$ cat config.mk
export PLATFORM = sky130hd
export DESIGN_NAME = lp_decim
export DESIGN_NICKNAME = d
export VERILOG_FILES = /design/src/rtl/lp_fltr_pkg.sv /design/src/rtl/lp_decim_fifo.sv /design/src/rtl/lp_decim.sv
export SDC_FILE = /design/constraint.sdc
export NUM_CORES = 1
export LEC_CHECK = 0
export ABC_AREA = 1
export CORE_MARGIN = 2
export CORE_UTILIZATION = 50
export DETAILED_ROUTE_END_ITERATION = 7
export GPL_ROUTABILITY_DRIVEN = 0
export PLACE_DENSITY = 0.69
export SLEW_MARGIN = 5
export SYNTH_ARGS = -nofsm -noshare
export SYNTH_HDL_FRONTEND = slang
export SYNTH_SLANG_ARGS = --single-unit
$ cat constraint.sdc
create_clock -name clk -period 6.8 [get_ports clk]
set_clock_uncertainty 0.1 [all_clocks]
set_input_delay 0.68 -clock clk [delete_from_list [all_inputs] [get_ports clk]]
set_output_delay 0.68 -clock clk [all_outputs]
set_load 0.01 [all_outputs]
$ cat src/rtl/lp_fltr_pkg.sv
// Shared constants and sample/accumulator types for the low-pass filter chain.
// Used by lp_fltr, lp_decim and the neighbouring stages.
package lp_fltr_pkg;

   localparam int DW_DEFAULT         = 8;
   localparam int LOG2_N_DEFAULT     = 2;
   localparam int FIFO_DEPTH_DEFAULT = 4;

   typedef logic [DW_DEFAULT-1:0]                sample_t;
   typedef logic [DW_DEFAULT+LOG2_N_DEFAULT-1:0] acc_t;

   // Pointer width for a power-of-two buffer, never below one bit.
   function automatic int ptr_w(input int depth);
      return (depth > 2) ? $clog2(depth) : 1;
   endfunction

endpackage

$ cat src/rtl/lp_decim_fifo.sv
// Synchronous output FIFO for lp_decim. The head entry is held in a register so
// rdata_o stays stable while not popped and keeps the last popped value when empty.
module lp_decim_fifo
   import lp_fltr_pkg::*;
#(
   parameter int DW         = DW_DEFAULT,
   parameter int FIFO_DEPTH = FIFO_DEPTH_DEFAULT
) (
   input  logic          clk,
   input  logic          rst_n,
   input  logic          push_i,
   input  logic [DW-1:0] wdata_i,
   input  logic          pop_i,
   output logic [DW-1:0] rdata_o,
   output logic          empty_o,
   output logic          full_o
);

   localparam int AW = ptr_w(FIFO_DEPTH);
   localparam int CW = AW + 1;

   logic [DW-1:0] mem_q [FIFO_DEPTH];
   logic [AW-1:0] rd_ptr_q, rd_ptr_d;
   logic [AW-1:0] wr_ptr_q, wr_ptr_d;
   logic [CW-1:0] count_q, count_d;
   logic [DW-1:0] rdata_q, rdata_d;
   logic          do_push;
   logic          do_pop;

   always_comb begin
      do_pop   = pop_i && (count_q != '0);
      // A full FIFO still takes a push when the head leaves in the same cycle.
      do_push  = push_i && ((count_q != CW'(FIFO_DEPTH)) || do_pop);
      rd_ptr_d = rd_ptr_q;
      wr_ptr_d = wr_ptr_q;
      rdata_d  = rdata_q;
      if (do_pop) begin
         rd_ptr_d = rd_ptr_q + AW'(1);
      end
      if (do_push) begin
         wr_ptr_d = wr_ptr_q + AW'(1);
      end
      count_d = count_q + CW'(do_push) - CW'(do_pop);
      // New head comes from the write port when the slot is being filled right now.
      if (count_d != '0) begin
         if (do_push && (rd_ptr_d == wr_ptr_q)) begin
            rdata_d = wdata_i;
         end else begin
            rdata_d = mem_q[rd_ptr_d];
         end
      end
   end

   always_ff @(posedge clk or negedge rst_n) begin
      if (!rst_n) begin
         rd_ptr_q <= '0;
         wr_ptr_q <= '0;
         count_q  <= '0;
         rdata_q  <= '0;
         for (int i = 0; i < FIFO_DEPTH; i++) begin
            mem_q[i] <= '0;
         end
      end else begin
         rd_ptr_q <= rd_ptr_d;
         wr_ptr_q <= wr_ptr_d;
         count_q  <= count_d;
         rdata_q  <= rdata_d;
         if (do_push) begin
            mem_q[wr_ptr_q] <= wdata_i;
         end
      end
   end

   assign rdata_o = rdata_q;
   assign empty_o = (count_q == '0);
   assign full_o  = (count_q == CW'(FIFO_DEPTH));

endmodule

$ cat src/rtl/lp_decim.sv
// Box-car average and decimate-by-2^LOG2_N of ce-qualified samples, buffered in a FIFO
// behind a valid/ready output. Define LP_DECIM_ROUND_EN for round-half-up results.
module lp_decim
   import lp_fltr_pkg::*;
#(
   parameter int DW         = DW_DEFAULT,
   parameter int LOG2_N     = LOG2_N_DEFAULT,
   parameter int FIFO_DEPTH = FIFO_DEPTH_DEFAULT
) (
   input  logic          clk,
   input  logic          rst_n,
   input  logic          ce,
   input  logic [DW-1:0] din,
   output logic [DW-1:0] dout,
   output logic          dout_vld,
   input  logic          dout_rdy,
   output logic          ovf
);

   localparam int AW = DW + LOG2_N;

   logic [AW-1:0]     acc_q, acc_d;
   logic [LOG2_N-1:0] phase_q, phase_d;
   logic [DW-1:0]     res_q, res_d;
   logic              push_q, push_d;
   logic              ovf_q, ovf_d;
   logic [AW-1:0]     sum;
   logic [AW-1:0]     biased;
   logic [DW-1:0]     result;
   logic              fifo_empty;
   logic              fifo_full;
   logic              pop;

   always_comb begin
      sum = acc_q + AW'(din);
`ifdef LP_DECIM_ROUND_EN
      biased = sum + AW'(2 ** (LOG2_N - 1));
`else
      biased = sum;
`endif
      result = DW'(biased >> LOG2_N);
   end

   // Block completes on the N-th strobe; the result is staged one cycle before the FIFO.
   always_comb begin
      acc_d   = acc_q;
      phase_d = phase_q;
      res_d   = res_q;
      push_d  = 1'b0;
      if (ce) begin
         if (phase_q == '1) begin
            res_d   = result;
            push_d  = 1'b1;
            acc_d   = '0;
            phase_d = '0;
         end else begin
            acc_d   = sum;
            phase_d = phase_q + LOG2_N'(1);
         end
      end
   end

   assign pop   = dout_vld && dout_rdy;
   assign ovf_d = ovf_q || (push_q && fifo_full && !pop);

   always_ff @(posedge clk or negedge rst_n) begin
      if (!rst_n) begin
         acc_q   <= '0;
         phase_q <= '0;
         res_q   <= '0;
         push_q  <= 1'b0;
         ovf_q   <= 1'b0;
      end else begin
         acc_q   <= acc_d;
         phase_q <= phase_d;
         res_q   <= res_d;
         push_q  <= push_d;
         ovf_q   <= ovf_d;
      end
   end

   lp_decim_fifo #(
      .DW         (DW),
      .FIFO_DEPTH (FIFO_DEPTH)
   ) u_fifo (
      .clk     (clk),
      .rst_n   (rst_n),
      .push_i  (push_q),
      .wdata_i (res_q),
      .pop_i   (pop),
      .rdata_o (dout),
      .empty_o (fifo_empty),
      .full_o  (fifo_full)
   );

   assign dout_vld = !fifo_empty;
   assign ovf      = ovf_q;

endmodule

==> reports/qor.txt, run 1 <==
Outcome = completed
Die Y = 89.0 microns
Fillers = 645
RSZ-0062 raised after global routing = false
Power, Total = 1.94 mW
TritonCTS clock tree = built
Post-route antenna net violation count = 0
Pwr dens = 480 nW/um^2
Count leader, synth = nand2_1
Cts hold-fix bufs = 0
CTS root buf = clkbuf_8
CP arrival = 3.04 ns
Post-Place Cell Area = 3860 sq um
Metal-1 WL = 3690 microns
Final hold slack = 0.388 ns
Top cells by count, synth = nand2_1 (122), dfrtp_1 (69), nand3_1 (52)
Drt wl/cell = 14.5 microns
Starting Density = 52.3%
VDD IR-drop max = 0.000208 V
Highest Clock Rate = 345 MHz
Initial antenna violation count = 0
Final Cycle Share = 42.7%
TritonCTS buffer count = 9
Leakage = 1.97 nW
Slowest cell on the critical path = clkdlybuf4s50_1
Hpwl dp = 5560 microns
Worst min-delay path class = reg2reg
FP Rows = 30
Gr ovfl total = 0
Synth Instances = 413
IO Pins = 22
DR pass1 iterations = 4
Complex-gate fraction of the synthesized area = 8.53%
Met3 routed WL = 321 microns
Synth warn = 0
Synth area leader = dfrtp_1
CTS clk-pin slew, worst paths = 0.07 ns
CP Max Fanout = 16
Total Wirelength = 7820 microns
Final hold violations = 0
Cell area after synthesis = 3610 sq um
Max-Cap Viols = 0
Top Layer Used = met4
Final min period = 2.90 ns
Simple-gate share of the synthesized area = 30.2%
Nets = 466
Fraction of layout cells with a size suffix above 1 = 9.26%
Syn avg cell area = 8.74 sq um
Initial DRC count = 296
Cell area after layout = 4040 sq um
Worst Hold Depth = 1
# resized after CTS = 0
Adder-Cell Fraction of Synth Area = 5.96%
Vias = 2,892
Number of diodes = 0
Die area = 7910 sq um
Core area = 6910 sq um
Synth Register Bits = 69
Worst Path Required = 6.93 ns
CP Launch Type = input pin
DR DRC count = 0
Worst slew margin = 43.4%
FFs w/ async S/R, synth = 100%
Register area share after synthesis = 47.8%
H-tree depth = 3
Die width = 89.0 microns
GRT Total Usage = 22.2%
Synth area leaders = dfrtp_1 (48%), nand2_1 (13%), nand3_1 (7.2%)
Post-CTS Setup Bufs = 0
Mux cell area share after synthesis = 0%
EDFF count, synth = 0
Critical path, cell by cell = clkdlybuf4s50_1 -> nand2_4 -> nand3_2 -> nand2_4 -> inv_6 -> ha_1 -> fa_1 -> xor2_1 -> nand3_2 -> clkinv_1 -> nand2_1 -> nand2_1
Sum Neg Setup Slack = 0 ns
CTS max path bufs = 2
Routed wl met2 = 3740 microns
Synth top area share = 47.8%
PortBufs = 21
Largest family of logic cells by synthesized area = simple AND/OR/NAND/NOR gates
Syn Nets = 441
Vias per cell = 5.37
Slew @ Worst Pin = 0.850 ns
Setup Viol. Count Final = 0
R2r worst-path depth = 13
Worst-Skew Late Latency = 0.34 ns
Count of cell types in the netlist = 29
Setup CP Type = in2reg
Layout area overhead = 11.9%
Final Max Slew Viols = 0
Critical Path End Type = flip-flop
Synth Area in XOR/XNOR = 1.46%
Crit path largest cell delay = 0.53 ns
Largest net degree at the start of global routing = 70
First-pass GRT wire length = 13,200 microns
Top FF cell, synth = dfrtp_1
Vias in the first global route = 2,703
CTS sink count = 69
worst max-delay path: cells and delay by family:
kind / cells / cell delay (ns)
xor gates and xnor gates: 1 / 0.19
buffers and inverters: 3 / 0.84
and+or+nand+nor: 6 / 0.72
adders and majority gates: 2 / 0.60
layout make-up:
class / count / area [sq um] / area share (%)
inverters: 34 / 135 / 3.35
multi-input cells: 302 / 1670 / 41.2
well taps: 96 / 120 / 2.97
repair buffers: 22 / 213 / 5.27
clock inverters: 3 / 20.0 / 0.496
flip-flops and latches: 69 / 1730 / 42.8
clock buffers: 13 / 159 / 3.93
sequential cells by signal, summed over array words and instances (netlist names):
register	flops
acc_q	10
ovf	1
phase_q	2
push_q	1
res_q	8
u_fifo.count_q	3
u_fifo.mem_q	32
u_fifo.rd_ptr_q	2
u_fifo.rdata_o	8
u_fifo.wr_ptr_q	2
placed cells by master (no fill, tap or decap), drive strengths merged:
master         synthesis  final
nand2                136    136
dfrtp                 69     69
nand3                 58     58
o21ai                 48     48
inv                   31     31
clkdlybuf4s50          0     20
ha                    14     14
clkbuf                 1     13
nand4                 10     10
nor2                   9      9
nand3b                 6      6
a21oi                  6      6
xor2                   4      4
clkinv                 3      4
o21bai                 2      2
or2                    2      2
xnor2                  2      2
fa                     2      2
clkinvlp               0      2
buf                    7      2
o22ai                  1      1
a22o                   1      1
a22oi                  1      1
stage by stage:
stage	utilization (%)	cells	setup WS [ns]
6_report	58.5	539	3.90
5_1_grt	58.5	539	3.76
4_1_cts	58.5	539	3.91
3_5_place_dp	55.9	523	3.54
3_3_place_gp	55.9	523	3.61
2_1_floorplan	-	413	4.26
power by group:
| part | internal [mW] | total, mW | switching, mW |
|---|---|---|---|
| clock network | 0.152 | 0.304 | 0.152 |
| logic | 0.338 | 0.937 | 0.599 |
| registers | 0.588 | 0.696 | 0.107 |
| total | 1.08 | 1.94 | 0.858 |
cells by family after synthesis:
family / after synthesis
AO/OA/AOI/OAI: 59
XOR/XNOR: 6
adder cells (fa/ha/maj): 16
buffers and inverters: 42
flip-flops: 69
AND/OR/NAND/NOR: 221
layer usage:
layer | up-vias | track usage [%]
met4 | 0 | 6.65
met5 | - | 0
met1 | 1412 | 31.8
met3 | 7 | 4.89
met2 | 51 | 34.1
li1 | 1422 | -
path summary, 6_finish.rpt:
path | from | end | slack [ns]
worst min-delay path | ovf | ovf | 0.39
worst max register to register | u_fifo.count_q[1] | u_fifo.rdata_o[2] | 4.15
worst min register to register | ovf | ovf | 0.39
worst max-delay path | dout_rdy | u_fifo.rdata_o[2] | 3.90
max in group asynchronous | rst_n | acc_q[9] | 5.63
min in group asynchronous | rst_n | acc_q[5] | 0.42
Note: power is estimated with default switching activity, not from simulation.
==> inputs of run 2 (changes only) <==
Settings changed: PLACE_DENSITY 0.69 to 0.72.
Clock period 6.8 ns to 2.45 ns, I/O delays scaled along.
==> reports/qor.txt, run 2 (synthesis results as in run 1) <==
Vias = 2,948 (+1.9%)
Max-Cap Viols = 0 (unchanged)
CP arrival = 2.47 ns (-0.57 ns)
Worst Setup SP = u_fifo.count_q[1]
Critical path, cell by cell = nor2_4 -> nand2_4 -> nand2_4 -> nand3_2 -> nand2_4 -> inv_6 -> ha_1 -> fa_2 -> inv_1 -> nand3_4 -> inv_4 -> nand2_1 -> nand2_1
Critical Path End Type = flip-flop
Final Cycle Share = 95.2%
CTS clk-pin slew, worst paths = 0.07 ns (about the same)
H-tree depth = 3 (unchanged)
Slowest cell on the critical path = fa_2
Vias in the first global route = 2,756 (+2.0%)
R2r endpoint = u_fifo.rdata_o[7]
Top flop regs = u_fifo.mem_q: 32 flops, acc_q: 10 flops
Power, Total = 5.69 mW (+190%)
IO Pins = 22 (unchanged)
R2r setup slk = 0.12 ns (-4.03 ns)
GRT Total Usage = 23.0% (+0.82 points)
Cell area after layout = 4210 sq um (+4.2%)
R2r startpoint = u_fifo.count_q[1]
Highest Clock Rate = 429 MHz
Crit path largest cell delay = 0.54 ns (about the same)
R2r worst-path depth = 13 (unchanged)
Die Y = 89.0 microns (unchanged)
Initial antenna violation count = 0 (unchanged)
Initial DRC count = 215 (-27%)
Post-route antenna net violation count = 0 (unchanged)
CP Launch Type = flip-flop
DR pass1 iterations = 5 (+1)
Number of diodes = 0 (unchanged)
Non-Filler Instances = 555 (+3.0%)
Multi-input gate area = 1700 sq um (+2.3%)
Starting Density = 52.3% (unchanged)
Worst slew margin = 73.3% (+30 points)
Final Max Slew Viols = 0 (unchanged)
Drt wl/cell = 14.7 microns (+1.3%)
Cell Int Power = 3.15 mW (+190%)
Worst Path Required = 2.59 ns (-4.34 ns)
Largest register FFs = 32 (unchanged)
First-pass GRT wire length = 13,500 microns (+2.6%)
CTS max path bufs = 2 (unchanged)
VDD IR-drop max = 0.000462 V (+120%)
Leakage = 2.06 nW (+4.2%)
Most used cell, CP = nand2_4
Gr ovfl total = 0 (unchanged)
CTS root buf = clkbuf_8
Nets = 482 (+3.4%)
Clock Power Share = 15.0% (-0.7 points)
Die width = 89.0 microns (unchanged)
Core area = 6910 sq um (unchanged)
Slew @ Worst Pin = 0.400 ns (-0.450 ns)
Sw Ratio = 44.7% (+0.36 points)
Largest net degree at the start of global routing = 70 (unchanged)
Total Wirelength = 8160 microns (+4.3%)
Commonest non-fill, non-tap cells in the layout = nand2_1 (122), dfrtp_1 (68), nand3_1 (52), o21ai_1 (32), inv_1 (29)
Fillers = 652 (+1.1%)
Fraction of layout cells with a size suffix above 1 = 13.1% (+3.8 points)
Placement Setup Slack = -0.112 ns (-3.65 ns)
Layout area overhead = 16.6%
RSZ-0062 raised after global routing = false
TritonCTS buffer count = 9 (unchanged)
Worst min-delay path class = in2async
Most common cell after layout, fill and taps aside = nand2_1
Final min period = 2.33 ns
Setup crit end = u_fifo.rdata_o[7]
PortBufs = 21 (unchanged)
Worst setup margin = 0.119 ns (-3.78 ns)
Outcome = completed
Pwr dens = 1350 nW/um^2 (+180%)
Vias per cell = 5.31 (-1.0%)
Hpwl dp = 5590 microns (+0.46%)
Seq pwr share = 34.0% (-1.9 points)
Setup CP Type = reg2reg
FP Rows = 30 (unchanged)
Final hold violations = 0 (unchanged)
DP Cell Count = 535 (+2.3%)
Die area = 7910 sq um (unchanged)
Combinational Power Share = 51.0% (+2.6 points)
Top reg by flops = u_fifo.mem_q
CP Max Fanout = 8 (-8)
Worst-Skew Late Latency = 0.35 ns (about the same)
Setup Viol. Count Final = 0 (unchanged)
FF/Latch Area = 1730 sq um (about the same)
CTS sink count = 69 (unchanged)
Net switching power = 2.54 mW (+200%)
Post-Place Cell Area = 3960 sq um (+2.7%)
DR DRC count = 0 (unchanged)
TritonCTS clock tree = built
[run 2: layout make-up]
class / count / area share, %
Inverter: 34 / 3.27
Multi-Input combinational cell: 303 / 40.5
Clock inverter: 3 / 0.476
Clock buffer: 13 / 3.78
Tap cell: 96 / 2.85
Sequential cell: 69 / 41.1
Timing Repair Buffer: 37 / 8.09
[run 2: per-stage QoR]
| stage | util (%) | setup TNS [ns] | hold slack [ns] |
|---|---|---|---|
| floorplan | - | 0 | -0.151 |
| global placement | 57.4 | -0.142 | 0.195 |
| detailed placement | 57.4 | -0.841 | 0.197 |
| CTS | 60.3 | 0 | 0.349 |
| global route | 60.9 | 0 | 0.363 |
| finish | 60.9 | 0 | 0.303 |
[run 2: worst min-delay path by stage]
stage	start	endpoint	slack (ns)
after detailed placement	rst_n	acc_q[0]	0.20
after CTS	rst_n	acc_q[0]	0.35
after global routing	rst_n	acc_q[0]	0.36
final	rst_n	acc_q[0]	0.30
after floorplan	rst_n	acc_q[0]	-0.15
after global placement	rst_n	acc_q[0]	0.19
[run 2: timing repair]
| item | 4_1_cts | 5_1_grt |
|---|---|---|
| gates resized for setup | 1 | 6 |
| endpoints found under the hold margin | 69 | 0 |
| buffers inserted | 0 | 2 |
| cloned | 1 | 0 |
| pin swaps | 1 | 3 |
| setup endpoints to repair | 8 | 8 |
| hold buffers | 1 | 0 |
[run 2: metal layers]
layer | share of wire, % | vias to the layer above | GRT usage [%]
met5 | 0 | - | 0
met2 | 45 | 59 | 34.6
li1 | - | 1455 | -
met4 | 2.0 | 0 | 8.41
met3 | 4.6 | 19 | 5.17
met1 | 48 | 1415 | 33.0
[run 2: critical path, delay by kind of cell, from the launching register on]
kind | cells | cell delay [ns]
DFF | 1 | 0.44
adders and majority gates | 2 | 0.75
buffers and inverters | 3 | 0.20
and+or+nand+nor | 8 | 0.74
[run 2: power by group through the flow]
stage / registers [mW] / clock network (mW) / logic [mW]
after floorplan: 1.91 / 0 / 1.93
after global placement: 1.93 / 0 / 2.62
after detailed placement: 1.94 / 0 / 2.70
after CTS: 1.93 / 0.865 / 2.77
after global routing: 1.99 / 0.916 / 3.26
final: 1.94 / 0.853 / 2.90
